**config.mk**
```make
export PLATFORM = sky130hd
export DESIGN_NAME = execute_stage
export DESIGN_NICKNAME = d
export VERILOG_FILES = /design/src/rtl/exe_pkg.sv /design/src/rtl/alu.sv /design/src/rtl/execute_stage.sv
export SDC_FILE = /design/constraint.sdc
export NUM_CORES = 1
export LEC_CHECK = 0
export BUFFER_PORTS_ARGS = -buffer_cell sky130_fd_sc_hd__buf_2
export CAP_MARGIN = 20
export CORE_MARGIN = 3
export CORE_UTILIZATION = 35
export DETAILED_ROUTE_END_ITERATION = 6
export PLACE_DENSITY = 0.57
export REMOVE_ABC_BUFFERS = 1
export SLEW_MARGIN = 20
export SYNTH_ARGS = -nofsm -noshare
export SYNTH_HDL_FRONTEND = slang
export SYNTH_SLANG_ARGS = --single-unit
```
**constraint.sdc**
```tcl
create_clock -name clk -period 0.8 [get_ports clk]
set_input_delay 0.2 -clock clk [delete_from_list [all_inputs] [get_ports clk]]
set_output_delay 0.2 -clock clk [all_outputs]
set_load 0.02 [all_outputs]
```
**src/rtl/exe_pkg.sv**
```systemverilog
// Shared types and constants for the execute stage.
// Contents:
//   WORD        - datapath width
//   alu_func_e  - 4-bit ALU operation code
//   opsel1_e    - operand A select
//   opsel2_e    - operand B select
//   wbsel_e     - writeback source select; carried through this stage unchanged
package exe_pkg;

  localparam int unsigned WORD = 32;

  typedef enum logic [3:0] {
    AluPassA = 4'b0000,
    AluAdd   = 4'b0001,
    AluSub   = 4'b0010,
    AluAnd   = 4'b0011,
    AluOr    = 4'b0100,
    AluXor   = 4'b0101,
    AluSll   = 4'b0110,
    AluSrl   = 4'b0111,
    AluSra   = 4'b1000,
    AluSlt   = 4'b1001,
    AluSltu  = 4'b1010,
    AluPassB = 4'b1011
  } alu_func_e;

  // 2'b10 and 2'b11 both select zero; 2'b11 reaches that value through the mux default
  typedef enum logic [1:0] {
    Op1Rs1  = 2'b00,
    Op1Pc   = 2'b01,
    Op1Zero = 2'b10
  } opsel1_e;

  typedef enum logic [1:0] {
    Op2Rs2   = 2'b00,
    Op2Imm   = 2'b01,
    Op2Four  = 2'b10,
    Op2Zero  = 2'b11
  } opsel2_e;

  typedef enum logic [1:0] {
    WbAlu = 2'b00,
    WbMem = 2'b01,
    WbPc4 = 2'b10,
    WbRsv = 2'b11
  } wbsel_e;

endpackage

```
**src/rtl/alu.sv**
```systemverilog
// Combinational ALU for the execute stage.
// Ports:
//   a, b      - operands (WORD bits)
//   alu_func  - operation code, see exe_pkg::alu_func_e; undefined codes yield 0
//   result    - operation result (WORD bits)
module alu
  import exe_pkg::*;
#(
  parameter int unsigned WORD = exe_pkg::WORD
) (
  input  logic [WORD-1:0] a,
  input  logic [WORD-1:0] b,
  input  logic [3:0]      alu_func,
  output logic [WORD-1:0] result
);

  localparam int unsigned ShW = $clog2(WORD);

  logic [ShW-1:0] shamt;
  logic           lt_signed;
  logic           lt_unsigned;

  // Only the low bits of b form the shift amount; the rest are ignored
  assign shamt       = b[ShW-1:0];
  assign lt_signed   = $signed(a) < $signed(b);
  assign lt_unsigned = a < b;

  always_comb begin
    result = '0;
    case (alu_func_e'(alu_func))
      AluPassA: result = a;
      AluAdd:   result = a + b;
      AluSub:   result = a - b;
      AluAnd:   result = a & b;
      AluOr:    result = a | b;
      AluXor:   result = a ^ b;
      AluSll:   result = a << shamt;
      AluSrl:   result = a >> shamt;
      AluSra:   result = WORD'($signed(a) >>> shamt);
      AluSlt:   result = {{(WORD-1){1'b0}}, lt_signed};
      AluSltu:  result = {{(WORD-1){1'b0}}, lt_unsigned};
      AluPassB: result = b;
      default:  result = '0;
    endcase
  end

endmodule

```
**src/rtl/execute_stage.sv**
```systemverilog
// EX stage of the in-order RV32 pipeline: operand selection, ALU, and the EX/MEM register.
// Ports:
//   clk, reset (async, active-low)
//   rs1_data_i, rs2_data_i, imm, pc_i   - operand sources
//   opsel1, opsel2, alu_func            - operand selects and ALU op
//   rd_addr_i, rf_w_en_i, mem_w_en_i, wbsel_i - control passed down the pipe
//   pc_o, alu_out, rd_addr_o, rf_w_en_o, mem_w_en_o, wbsel_o, rs2_data_o - EX/MEM register
// Optional: define EXECUTE_FLUSH_EN to add flush_i, which turns the captured instruction into
// a bubble (control fields zeroed; pc, result and store data still captured).
module execute_stage
  import exe_pkg::*;
#(
  parameter int unsigned WORD     = exe_pkg::WORD,
  parameter int unsigned ADDR_LEN = 32
) (
  input  logic                clk,
  input  logic                reset,
`ifdef EXECUTE_FLUSH_EN
  input  logic                flush_i,
`endif
  input  logic [WORD-1:0]     rs1_data_i,
  input  logic [WORD-1:0]     rs2_data_i,
  input  logic [WORD-1:0]     imm,
  input  logic [ADDR_LEN-1:0] pc_i,
  input  logic [1:0]          opsel1,
  input  logic [1:0]          opsel2,
  input  logic [3:0]          alu_func,
  input  logic [4:0]          rd_addr_i,
  input  logic                rf_w_en_i,
  input  logic                mem_w_en_i,
  input  logic [1:0]          wbsel_i,
  output logic [ADDR_LEN-1:0] pc_o,
  output logic [WORD-1:0]     alu_out,
  output logic [4:0]          rd_addr_o,
  output logic                rf_w_en_o,
  output logic                mem_w_en_o,
  output logic [1:0]          wbsel_o,
  output logic [WORD-1:0]     rs2_data_o
);

  logic [WORD-1:0] pc_ext;
  logic [WORD-1:0] op_a;
  logic [WORD-1:0] op_b;
  logic [WORD-1:0] alu_result;

  // PC is zero-extended or truncated to the datapath width
  if (ADDR_LEN >= WORD) begin : g_pc_trunc
    assign pc_ext = pc_i[WORD-1:0];
  end else begin : g_pc_zext
    assign pc_ext = {{(WORD-ADDR_LEN){1'b0}}, pc_i};
  end

  // Full muxes: an unselected source never reaches the ALU
  always_comb begin
    op_a = '0;
    case (opsel1_e'(opsel1))
      Op1Rs1:  op_a = rs1_data_i;
      Op1Pc:   op_a = pc_ext;
      default: op_a = '0;
    endcase
  end

  always_comb begin
    op_b = '0;
    case (opsel2_e'(opsel2))
      Op2Rs2:  op_b = rs2_data_i;
      Op2Imm:  op_b = imm;
      Op2Four: op_b = WORD'(4);
      default: op_b = '0;
    endcase
  end

  alu #(
    .WORD(WORD)
  ) alu0 (
    .a        (op_a),
    .b        (op_b),
    .alu_func (alu_func),
    .result   (alu_result)
  );

  always_ff @(posedge clk or negedge reset) begin
    if (!reset) begin
      pc_o       <= '0;
      alu_out    <= '0;
      rd_addr_o  <= '0;
      rf_w_en_o  <= 1'b0;
      mem_w_en_o <= 1'b0;
      wbsel_o    <= '0;
      rs2_data_o <= '0;
    end else begin
      pc_o       <= pc_i;
      alu_out    <= alu_result;
      rs2_data_o <= rs2_data_i;
`ifdef EXECUTE_FLUSH_EN
      if (flush_i) begin
        rd_addr_o  <= '0;
        rf_w_en_o  <= 1'b0;
        mem_w_en_o <= 1'b0;
        wbsel_o    <= '0;
      end else begin
        rd_addr_o  <= rd_addr_i;
        rf_w_en_o  <= rf_w_en_i;
        mem_w_en_o <= mem_w_en_i;
        wbsel_o    <= wbsel_i;
      end
`else
      rd_addr_o  <= rd_addr_i;
      rf_w_en_o  <= rf_w_en_i;
      mem_w_en_o <= mem_w_en_i;
      wbsel_o    <= wbsel_i;
`endif
    end
  end

endmodule

```
Yosys cells after proc, flatten, opt, wreduce, memory -nomap -nowiden
Index checks and enable logic that the tools add are counted.

Bits in registers: 105. Bits in latches: 0. RAM bits: 0. ROM bits: 0. Bits of input ports: 147. Output and inout port bits: 105. Memories: 0.

$add $sub $neg: 2. Multipliers: 0. Div/mod/pow operators: 0. Magnitude comparators: 2. Equality and inequality tests: 14. Shift operators: 3. Muxes and demuxes: 3. Bitwise gates (word level): 3. Reductions and logical operators: 3.

Operators by type and width (count): $pmux W32 S12 (1); $pmux W32 S3 (1); $lt A32 B32 Y1 (2); $pmux W32 S2 (1); $add A32 B32 Y32 (1); $and A32 B32 Y32 (1); $or A32 B32 Y32 (1); $shl A32 B5 Y32 (1); $shr A32 B5 Y32 (1); $sshr A32 B5 Y32 (1); $sub A32 B32 Y32 (1); $xor A32 B32 Y32 (1); $eq A4 B3 Y1 const B (4); $eq A4 B4 Y1 const B (4); $eq A4 B2 Y1 const B (2); $eq A2 B1 Y1 const B (2); $eq A4 B1 Y1 const B (1); $logic_not A2 Y1 (2); $logic_not A4 Y1 (1); $eq A2 B2 Y1 const B (1).

Longest topological paths before layout
Depth in word-level cells: 4. Mapped depth: 20. Mapped depth without buffers: 16.

Hierarchy
From an unflattened synthesis, not the netlist that was laid out.

Cell total of the unflattened synthesis: 1605. Area, all modules: 12449.4 µm².

Modules (own cells, without submodules): alu (instances 1, cells an instance 1356, area each 8782.2 µm², sequential area each 0.0 µm²); execute_stage (instances 1, cells an instance 249, area each 3667.3 µm², sequential area each 2627.5 µm²).

Worst setup path after synthesis
No wires, ideal clock.

Path type: in2reg. Start point: input opsel2[1]. End point: register alu_out[25]. Library setup time: 144 ps. Arrival time: 4169 ps. Data required time: 656 ps. Path slack: -3513 ps. Stages on the path: 18. Buffers on the path: 5. Cells stage by stage: buf_6 nand2b_4 a21oi_4 clkbuf_1 clkbuf_1 clkbuf_1 ha_1 buf_6 o21ba_2 a2111oi_4 o41ai_4 a2111oi_2 nor3_1 or2_4 a311oi_2 o21ai_0 a21oi_1 o2111ai_1.

Cells in the longest elaborated chain, start to end: 4. Elaborated cells between the ends (all ways): 13. Classes of those cells: add/sub (2); eq/ne (2); shift (3); mux (2); bitwise (3); reduce/logical (1).

RTL lines: from (decl) (RTL line execute_stage.sv:26) `input logic [1:0] opsel2,`; $eq A2 B2 Y1 (tied with other cells) (RTL line execute_stage.sv:65) `case (opsel2_e'(opsel2))`; $pmux W32 S3 * (RTL line execute_stage.sv:65); $sub A32 B32 Y32 (tied with other cells) (RTL line alu.sv:33) `AluSub: result = a - b;`; $pmux W32 S12 * (RTL line alu.sv:30) `case (alu_func_e'(alu_func))`; named net alu0.result[25] (RTL line alu.sv:14) `output logic [WORD-1:0] result`; to (signal assigned) (RTL line execute_stage.sv:93) `alu_out <= alu_result;`; to (decl) (RTL line execute_stage.sv:33) `output logic [WORD-1:0] alu_out,`.

The timed path passes the listed nets; every way through them passes the cells marked *.

Worst setup path in the final report
Start point: input opsel2[0]. End point: register alu_out[25].

The elaborated chain is that of the path after synthesis.

==> impl_results.md <==
* RSZ-0062 raised after global routing: true
* Clk sinks at about 110
* Highest-delay cell along the critical path: a2111oi_4
* Cell variety after synth at 79
* Crit path time final at 3360 ps
* # rows at 68
* Clk slew on worst S/H paths at approximately 90 ps
* Post-synth EDFFs at 0
* Area delta synth->final at 78.5%
* Initial Util at 0.359
* First-pass GRT wire length at 103 mm
* Number of global-route vias before repair at 16829
* Commonest non-fill, non-tap cell in the layout: buf_4
* Data required, critical path at ~1100 ps
* FILL cells at 3004
* Least-Margin Pin Slew at about 720 ps
* Dpl cells at around 2800
* Tcrit/Tclk final at 4.20
* Synthesized area at roughly 0.013 mm^2
* Final-report hold violation count at 0
* Initial antenna violation count at 2
* Setup-failing EPs final at 137
* PortBufs at approximately 250
* Total I/O pin count at 252
* Sequential-to-total area share from yosys stat at 0.209
* DR vias at about 17000
* Die height at ~200 um
* H-tree levels at 3
* Crit-path max cell delay at 410 ps
* Nature of the critical path startpoint: input port
* Synth Area per Inst at approximately 7.7 um^2
* Max-Cap Viols at 0
* Pin count of the biggest net entering global routing at 59
* #FFs+latches synth at between 100 and 150
* Synth warnings at 0
* # DRC at 0
* Leakage power at ~11 nW
* Worst setup path class: in2reg
* Full die area at around 0.038 mm^2
* CTS tree: built
* Drt first pass iters at 6
* Routed Antenna Nets at 0
* # nets final at between 2000 and 3000
* Max-slew violations at 0
* Cells after Synth at about 1600
* Worst setup margin at -2560 ps
* Vias/cell at 5.83
* Failing checks: setup timing
* Initial DRC count at about 2000
* Max Clk Rate at 298 MHz
* Commonest cells after routing, fill and taps aside: buf_4 (574), nor2_1 (161), nand2_1 (158), buf_2 (143), buf_6 (139)
* CP max FO at 3
* Gpl congestion at approximately 1.0
* Hold Crit Class: in2reg
* Gr ovfl total at 0
* Hold slack at approximately 15 ps
* Total track usage at 0.353
* Slew margin rel. at 0.516
* Critical-path cell list: buf_12 > mux2i_4 > or2_4 > inv_4 > ha_4 > buf_6 > a211o_4 > a2111oi_4 > buf_4 > o41ai_4 > a2111oi_4 > nor3_2 > or2_4 > a311oi_2 > nand2_1 > o211a_1 > o2111ai_2
* Status: finished, violations left
* Total core area at between 0.03 and 0.04 mm^2
* PD cells at 1220 mW/mm^2
* Async SR Flop Fraction at 1.00
* Dominant synthesized flop cell: dfrtp_1
* Maximum clock insertion buffer count at 2
* VDD IR max at between 1000 and 1500 uV
* Root Buffer: clkbuf_16
* Fin cells at 2954
* Chip width at 195 um
* Share of cells above drive strength 1 at 0.464
* Number of buffers created by CTS at 9
* Final HPWL from detailed placement at around 53 mm
* WL final at roughly 72 mm
* Worst setup EP type: register
* Critical path arrival at roughly 3700 ps
* Mean routed wirelength per cell at around 24 um
[cells in the mapped netlist (all sizes together) (6+ instances only)]
cell type,instances,area share
nor2,195,0.059
mux2i,162,0.13
nand2,162,0.048
a21oi,137,0.055
dfrtp,105,0.21
o21ai,105,0.042
ha,97,0.097
inv,91,0.027
clkbuf,76,0.023
buf,45,0.020
o22ai,38,0.019
nand3,33,0.013
nor3,30,0.012
a221oi,27,0.019
o211ai,22,0.013
a211oi,21,0.013
nand2b,18,0.0096
o221ai,17,0.012
a22oi,16,0.0096
or2,16,0.0082
a31oi,15,0.0075
nand4,15,0.0075
mux4,14,0.025
nor2b,14,0.0070
o31ai,13,0.0078
a21o,12,0.0072
a221o,12,0.0096
o2111ai,12,0.0084
o21bai,11,0.0066
and3,9,0.0045
nor4,9,0.0045
a2111oi,8,0.0081
o21a,8,0.0048
o311ai,7,0.0049
mux2,6,0.0054
[metrics by stage]
stage	setup TNS, ps	instance area, um^2	total power, mW	setup WS, ps	utilization
after floorplan	-125910	12000	12.0	-4410	-
after global placement	-106410	18400	18.8	-3770	0.526
after detailed placement	-105950	18400	18.9	-3760	0.526
after CTS	-102230	21500	26.0	-2490	0.615
after global routing	-108970	22400	28.4	-2620	0.641
final	-104850	22400	27.3	-2560	0.641
[state kept, by name, summed over array words and instances, names as in the netlist]
| signal | flops |
|---|---|
| alu_out | 32 |
| pc_o | 32 |
| rs2_data_o | 32 |
| rd_addr_o | 5 |
| wbsel_o | 2 |
| mem_w_en_o | 1 |
| rf_w_en_o | 1 |
[routing by layer]
| metal | routed length [um] | GRT usage | up-vias |
|---|---|---|---|
| li1 | - | - | 7740 |
| met1 | 30300 | 0.494 | 8328 |
| met2 | 31700 | 0.544 | 1009 |
| met3 | 7220 | 0.0631 | 153 |
| met4 | 2410 | 0.127 | 2 |
| met5 | 13 | 0 | - |
[cell type report]
| class | instances | area [um^2] | share of cell area |
|---|---|---|---|
| antenna | 1 | 2.50 | 0.000112 |
| clock buffer | 9 | 225 | 0.0100 |
| clock inverter | 7 | 55.1 | 0.00246 |
| inverter | 92 | 365 | 0.0163 |
| multi-input combinational | 1318 | 10400 | 0.465 |
| sequential | 105 | 2630 | 0.117 |
| tap | 455 | 569 | 0.0254 |
| timing repair buffer | 967 | 8140 | 0.363 |
[critical path: cells and delay by family]
kind                       cells  cell delay, ps
adders and majority gates      1             160
and+or+nand+nor                4             710
AOI/OAI and AO/OA              7            1750
muxes                          1             360
buffers and inverters          4             490
[cell families after synthesis]
family,share of synthesized area
compound gates,0.278
fa+ha+maj,0.0998
flops,0.209
mux,0.160
buf+inv,0.0707
xor+xnor,0.00140
simple gates,0.181
[path summary, 6_finish.rpt]
path                       depth (start not counted)      start          end  slack, ps
setup / recovery                                  17  opsel2[0]  alu_out[25]      -2560
hold / removal                                     2   pc_i[25]     pc_o[25]         10
max in group asynchronous                          3      reset  alu_out[19]        160
min in group asynchronous                          3      reset      pc_o[1]        290
[power by group]
part	switching, mW	total, mW	leakage [nW]	internal, mW
logic	8.61	16.5	9.19	7.94
registers	0.274	6.07	1.25	5.80
clock network	2.49	4.64	0.138	2.15
[timing repair]
item / CTS / global route
pin swaps: 77 / 68
setup buffers: 36 / 33
hold endpoints to repair: 174 / 2
resized for setup: 475 / 116
endpoints found under the setup margin: 137 / 137
hold buffers: 70 / 2
cloned: 3 / 4
Note: power is estimated with default switching activity, not from simulation.
